## config.mk

```make
export PLATFORM = sky130hd
export DESIGN_NAME = shift_arbiter
export DESIGN_NICKNAME = d
export VERILOG_FILES = /design/src/rtl/shift_arbiter_pkg.sv /design/src/rtl/shift_arbiter_barrel_shift.sv /design/src/rtl/shift_arbiter.sv
export SDC_FILE = /design/constraint.sdc
export NUM_CORES = 1
export LEC_CHECK = 0
export CELL_PAD_IN_SITES_DETAIL_PLACEMENT = 1
export CELL_PAD_IN_SITES_GLOBAL_PLACEMENT = 2
export CORE_UTILIZATION = 33
export CTS_CLUSTER_SIZE = 8
export DETAILED_ROUTE_END_ITERATION = 6
export PLACE_DENSITY = 0.95
export RECOVER_POWER = 100
export SETUP_SLACK_MARGIN = 0.02
export SLEW_MARGIN = 10
export SYNTH_ARGS = -nofsm -noshare
export SYNTH_HDL_FRONTEND = slang
export SYNTH_HIERARCHICAL = 1
export SYNTH_SLANG_ARGS = --single-unit
```

## constraint.sdc

```tcl
create_clock -name clock -period 7.3 [get_ports clock]
set_input_delay 1.46 -clock clock [delete_from_list [all_inputs] [get_ports clock]]
set_output_delay 1.46 -clock clock [all_outputs]
set_load 0.02 [all_outputs]
```

## src/rtl/shift_arbiter_pkg.sv

```systemverilog
// shift_arbiter_pkg
// Shared definitions for the execute-stage shift arbiter and its barrel
// shifter. The op encoding is the same one the ALU op decoder uses, so both
// units agree on what a shift opcode means.
//   DATA_W   : operand / result width
//   SHAMT_W  : shift amount width
//   op_e     : shift opcode (SLL, SRL, SRA, ROR)
package shift_arbiter_pkg;

    localparam int DATA_W  = 32;
    localparam int SHAMT_W = 5;
    localparam int OP_W    = 2;

    typedef enum logic [OP_W-1:0] {
        OP_SLL = 2'b00,
        OP_SRL = 2'b01,
        OP_SRA = 2'b10,
        OP_ROR = 2'b11
    } op_e;

    // One stage of the log shifter: shift or rotate x by a fixed amount s.
    // SRA keeps replicating bit 31, which every earlier SRA stage has
    // preserved, so the fill always equals the original sign bit.
    function automatic logic [DATA_W-1:0] shiftStage(
        input logic [DATA_W-1:0] x,
        input int                s,
        input op_e               op
    );
        logic [DATA_W-1:0] r;
        r = x;
        case (op)
            OP_SLL:  r = x << s;
            OP_SRL:  r = x >> s;
            OP_SRA:  r = DATA_W'($signed(x) >>> s);
            OP_ROR:  r = (x >> s) | (x << (DATA_W - s));
            default: r = x;
        endcase
        return r;
    endfunction

endpackage

```

## src/rtl/shift_arbiter_barrel_shift.sv

```systemverilog
// barrel_shift
// Combinational 32-bit log shifter with five stages (16/8/4/2/1). Each stage
// is enabled by one bit of shamt, and the fill/rotate behaviour is selected
// by op. shamt 0 bypasses every stage, so data passes through unchanged.
// Ports:
//   in    : operand
//   shamt : shift amount 0..31
//   op    : 00 SLL, 01 SRL, 10 SRA, 11 ROR
//   out   : shifted result
module barrel_shift
    import shift_arbiter_pkg::*;
(
    input  logic [DATA_W-1:0]  in,
    input  logic [SHAMT_W-1:0] shamt,
    input  logic [OP_W-1:0]    op,
    output logic [DATA_W-1:0]  out
);

    logic [DATA_W-1:0] stageVal [0:SHAMT_W];
    op_e               opSel;

    assign opSel       = op_e'(op);
    assign stageVal[0] = in;

    // Stage k handles the 2^(4-k) weight, largest shift first.
    for (genvar k = 0; k < SHAMT_W; k++) begin : g_stage
        assign stageVal[k+1] = shamt[SHAMT_W-1-k]
                             ? shiftStage(stageVal[k], 16 >> k, opSel)
                             : stageVal[k];
    end

    assign out = stageVal[SHAMT_W];

endmodule

```

## src/rtl/shift_arbiter.sv

```systemverilog
// shift_arbiter
// Shares one barrel shifter between NREQ requesters over valid/ready
// handshakes. Round-robin arbitration picks at most one request per cycle;
// the shifted result is registered together with the winner's index.
// Ports:
//   clock, reset : rising-edge clock, synchronous active-high reset
//   req_valid    : per-requester request valid
//   req_ready    : one-hot (or zero) accept for this cycle
//   req_data     : 32-bit operand per requester, packed
//   req_shamt    : 5-bit shift amount per requester, packed
//   req_op       : 2-bit op per requester, packed
//   res_valid    : result register holds a valid result
//   res_ready    : consumer takes the result this cycle
//   res_data     : registered shift result
//   res_id       : index of the requester owning res_data
module shift_arbiter
    import shift_arbiter_pkg::*;
#(
    parameter int NREQ = 2,
    parameter int IDW  = 1
) (
    input  logic                    clock,
    input  logic                    reset,
    input  logic [NREQ-1:0]         req_valid,
    output logic [NREQ-1:0]         req_ready,
    input  logic [DATA_W*NREQ-1:0]  req_data,
    input  logic [SHAMT_W*NREQ-1:0] req_shamt,
    input  logic [OP_W*NREQ-1:0]    req_op,
    output logic                    res_valid,
    input  logic                    res_ready,
    output logic [DATA_W-1:0]       res_data,
    output logic [IDW-1:0]          res_id
);

    logic [IDW-1:0]     ptr;
    logic [IDW-1:0]     candIdx;
    logic [IDW-1:0]     grantIdx;
    logic               grantFound;
    logic               accept;
    logic               handshake;
    logic [DATA_W-1:0]  selData;
    logic [SHAMT_W-1:0] selShamt;
    logic [OP_W-1:0]    selOp;
    logic [DATA_W-1:0]  shiftOut;

    // A free or draining result register can take a new request.
    assign accept = !res_valid || res_ready;

    // Round-robin search starting just after the last granted requester.
    always_comb begin
        grantFound = 1'b0;
        grantIdx   = '0;
        candIdx    = '0;
        for (int off = 1; off <= NREQ; off++) begin
            candIdx = IDW'((int'(ptr) + off) % NREQ);
            if (!grantFound && req_valid[candIdx]) begin
                grantFound = 1'b1;
                grantIdx   = candIdx;
            end
        end
    end

    // Operand mux feeding the shared shifter.
    always_comb begin
        selData  = '0;
        selShamt = '0;
        selOp    = '0;
        for (int i = 0; i < NREQ; i++) begin
            if (IDW'(i) == grantIdx) begin
                selData  = req_data[DATA_W*i +: DATA_W];
                selShamt = req_shamt[SHAMT_W*i +: SHAMT_W];
                selOp    = req_op[OP_W*i +: OP_W];
            end
        end
    end

    // Reset gates the handshake so nothing is accepted while it is held.
    assign handshake = accept && grantFound && !reset;

    always_comb begin
        req_ready = '0;
        if (handshake) begin
            req_ready[grantIdx] = 1'b1;
        end
    end

    barrel_shift u_shift (
        .in    (selData),
        .shamt (selShamt),
        .op    (selOp),
        .out   (shiftOut)
    );

    // Result and pointer registers. The pointer moves only on a handshake,
    // so stalls never skip a requester's turn.
    always_ff @(posedge clock) begin
        if (reset) begin
            res_valid <= 1'b0;
            res_data  <= '0;
            res_id    <= '0;
            ptr       <= IDW'(NREQ - 1);
        end else if (handshake) begin
            res_valid <= 1'b1;
            res_data  <= shiftOut;
            res_id    <= grantIdx;
            ptr       <= grantIdx;
        end else if (res_ready) begin
            res_valid <= 1'b0;
        end
    end

endmodule

```

==> Implementation_results.wiki <==
{| class="wikitable"
! Metric !! Value
|-
| Outcome || complete, but fails checks
|-
| Violations in the final reports || capacitance limit, slew limit
|-
| Source of the worst hold timing path || res_data[2]
|-
| Avg Synthesized Cell Area || about 7.1 um^2
|-
| Root buffer selected by CTS || clkbuf_16
|-
| Mapped Area || 6860 um^2
|-
| Final Net Count || 1081
|-
| Fill cell count || 2543
|-
| Share of final-layout standard cells stronger than drive strength 1 || 0.118
|-
| Highest metal layer with signal wires || met4
|-
| Achievable clock frequency || 0.155 GHz
|-
| Number of antenna violations at the first check in global routing || 0
|-
| CP startpoint || req_valid[0]
|-
| GRT Util Overall || 0.265
|-
| Area Overhead vs Synth || 18.2%
|-
| Rel. slew slack || -0.352
|-
| Slew at the pin closest to its max-slew limit || 2030 ps
|-
| Worst min-delay path category || register to register
|-
| Tcrit/Tclk final || 0.885
|-
| Die Footprint || ~21000 um^2
|-
| Top flip-flop cell by instance count after synthesis || dfxtp_1
|-
| Synth warn || 6
|-
| Endpoint class of the critical path || register
|-
| Delay contributed by the slowest stage of the critical path || 1170 ps
|-
| CP startpoint kind || input port
|-
| Worst-path maximum fanout || 46
|-
| Max IR drop VDD || roughly 0.095 mV
|-
| Pins over their slew limit || 68
|-
| First drt pass iteration count || 5
|-
| Synthesized netlist net count || 1043
|-
| # hold bufs at CTS || 0
|-
| Die outline height || 146 um
|-
| Antenna Nets Post-Route || 0
|-
| Clk sinks || 35
|-
| Source of the worst register-to-register timing path || ptr
|-
| Number of buffers created by CTS || 5
|-
| Total setup violations reported at the end of the flow || 0
|-
| Gate count of the mapped netlist || 960
|-
| Site row count || 52
|-
| CP arrival || 6620 ps
|-
| Via count of the first global-routing pass || 8300
|-
| Num ports || 119
|-
| Post-detailed-route wirelength per cell || 23.3 um
|-
| Later-pin clock latency in the skew report || 280 ps
|-
| Drt total wl || ~30000 um
|-
| Core ar. || between 20000 and 25000 um^2
|-
| Wire length of the first global-routing pass || 45900 um
|-
| Deepest clock path buffer count || 2
|-
| Final worst path period need || between 6000 and 7000 ps
|-
| Proportion of synthesized chip area in sequential cells || 0.102
|-
| Total setup buffers inserted after CTS || 0
|-
| Maxcap violations || 1
|-
| Yosys reg bits || 35
|-
| Count of buffers inserted at the top-level ports || 118
|-
| Pin count of the biggest net entering global routing || 73
|-
| Routed met3 length || 1860 um
|-
| Worst-path cell with the longest stage delay || mux2_1
|-
| Data required time of the critical path || 7450 ps
|-
| Maximum level of the CTS H-tree || 2
|-
| TritonCTS clock tree || yes
|-
| Die W || 146 um
|-
| Final-report hold violation count || 0
|-
| Setup CP Type || input port to register
|-
| Antenna Diode Count || 0
|-
| Routed length on met1 || 12700 um
|-
| Final weighted congestion of routability-driven global placement || 0.892
|-
| Hold WS || approximately 470 ps
|-
| Number of enable-type register cells in the synthesized netlist || 0
|-
| Worst-path cell chain || dlygate4sd3_1 > a21boi_4 > buf_4 > mux2_1 > buf_4 > nor2b_1 > a2111oi_0 > a21oi_1 > and2_1 > o22ai_1 > a221o_1 > o211ai_1 > nand3b_1 > a21oi_1
|-
| Initial cell density of the core || 0.338
|-
| Async set-reset flop share out of synthesis || 0
|-
| Detailed-route DRC error count || 0
|-
| Worst clock skew on the final layout || 7.78 ps
|-
| Distinct cell type count of the synthesized netlist || 98
|-
| Total power per unit cell area || 170 nW/um^2
|-
| Routed via count divided by cell count || between 6 and 7
|-
| RSZ-0062 raised after global routing || no
|-
| Clk pin slew, worst setup/hold paths || around 60 ps
|-
| Resized Gates After CTS || 0
|-
| DR vias || 8436
|-
| Residual overflow from global routing || 0
|-
| Post-detailed-placement half-perimeter wirelength || approximately 21000 um
|-
| Detailed-routed wire length on met2 || approximately 14000 um
|-
| Minimum setup slack among reg-to-reg paths || 2320 ps
|-
| Initial DRC Count || roughly 980
|-
| Final TNS setup || 0 ps
|-
| Static Leak || 2.89 nW
|}
==> cells in the mapped netlist, drive strengths merged, types with 8 or more instances <==
cell type  count  area (um^2)
nand2b        14         87.6
clkbuf        46          179
o22a           8         71.3
and2           8         50.1
a211oi        15          118
mux2i         28          280
a211o          8         70.1
a2111oi        8          101
a21o          10         75.1
buf           59          402
nor3          20          105
o21ai         86          430
a31oi         26          169
and3          14         87.6
o22ai         19          125
mux2          55          623
a221oi        10          100
o21a          14          105
nor2          50          195
a22o           8         70.1
or2            8         50.1
dfxtp         35          701
o211ai        24          180
nand3b        34          268
nand3         16         80.1
nor2b         18          113
nand2         84          318
a21oi         95          475
==> layout make-up <==
class	count	area, um^2	area share
sequential	35	701	0.0864
clock inverter	2	38.8	0.00478
multi-input combinational	811	5540	0.684
tap	270	338	0.0417
inverter	9	33.8	0.00417
clock buffer	6	139	0.0171
timing repair buffer	136	1310	0.162
==> critical path, delay by kind of cell <==
family	cells	cell delay, ps
and+or+nand+nor	3	500
AOI/OAI and AO/OA	7	1980
muxes	1	1170
buffers and inverters	3	1490
==> layout by cell type (no fill, tap or decap), drive strengths merged, types with 10 or more instances in the layout <==
master          n
clkdlybuf4s50  80
mux2           55
nand3b         34
o22ai          19
nor3           20
a21oi          95
o211ai         24
nand2          84
dfxtp          35
nor2b          18
nand3          16
and3           14
o21ai          86
mux2i          28
dlygate4sd3    38
nor2           50
a221oi         10
o21a           14
a211oi         15
a21o           10
buf            17
a31oi          26
nand2b         14
==> flip-flops by register name (all words and copies together) (netlist names) <==
register and flops:
res_data 32, res_valid 1, ptr 1, res_id 1
==> routing by layer <==
metal	track usage	vias to the layer above
met4	0.0984	0
li1	-	3812
met5	0	-
met1	0.342	4192
met2	0.445	367
met3	0.0381	65
==> per-stage QoR <==
stage	utilization	instance area, um^2	setup slack [ps]	power [mW]	instances
after detailed placement	0.391	7940	1240	1.11	1261
final	0.399	8110	836	1.38	1269
after global placement	0.391	7940	1260	1.10	1261
after CTS	0.400	8120	1500	1.38	1269
after floorplan	-	6860	3090	0.842	960
after global routing	0.399	8110	583	1.45	1269
==> kinds of logic (layout without fill, tap and decap cells) <==
logic type,after synthesis,after routing,synth area share
flip-flops,35,35,0.102
buffers and inverters,114,153,0.0895
AND/OR/NAND/NOR,305,305,0.244
multiplexers,84,84,0.135
AO/OA/AOI/OAI,422,422,0.429
==> power breakdown <==
part / leakage, nW / total, mW / switching [mW] / internal (mW)
Combinational: 2.51 / 0.898 / 0.554 / 0.344
Sequential: 0.289 / 0.228 / 0.0122 / 0.216
Clock: 0.0875 / 0.256 / 0.0842 / 0.172
Total: 2.89 / 1.38 / 0.651 / 0.731
==> path summary, 6_finish.rpt <==
check                                     to  cells after the start
worst max-delay path            res_data[12]                     14
worst min-delay path             res_data[2]                      2
worst max register to register  res_data[12]                     13
worst min register to register   res_data[2]                      2
(Power assumes the default switching activity.)
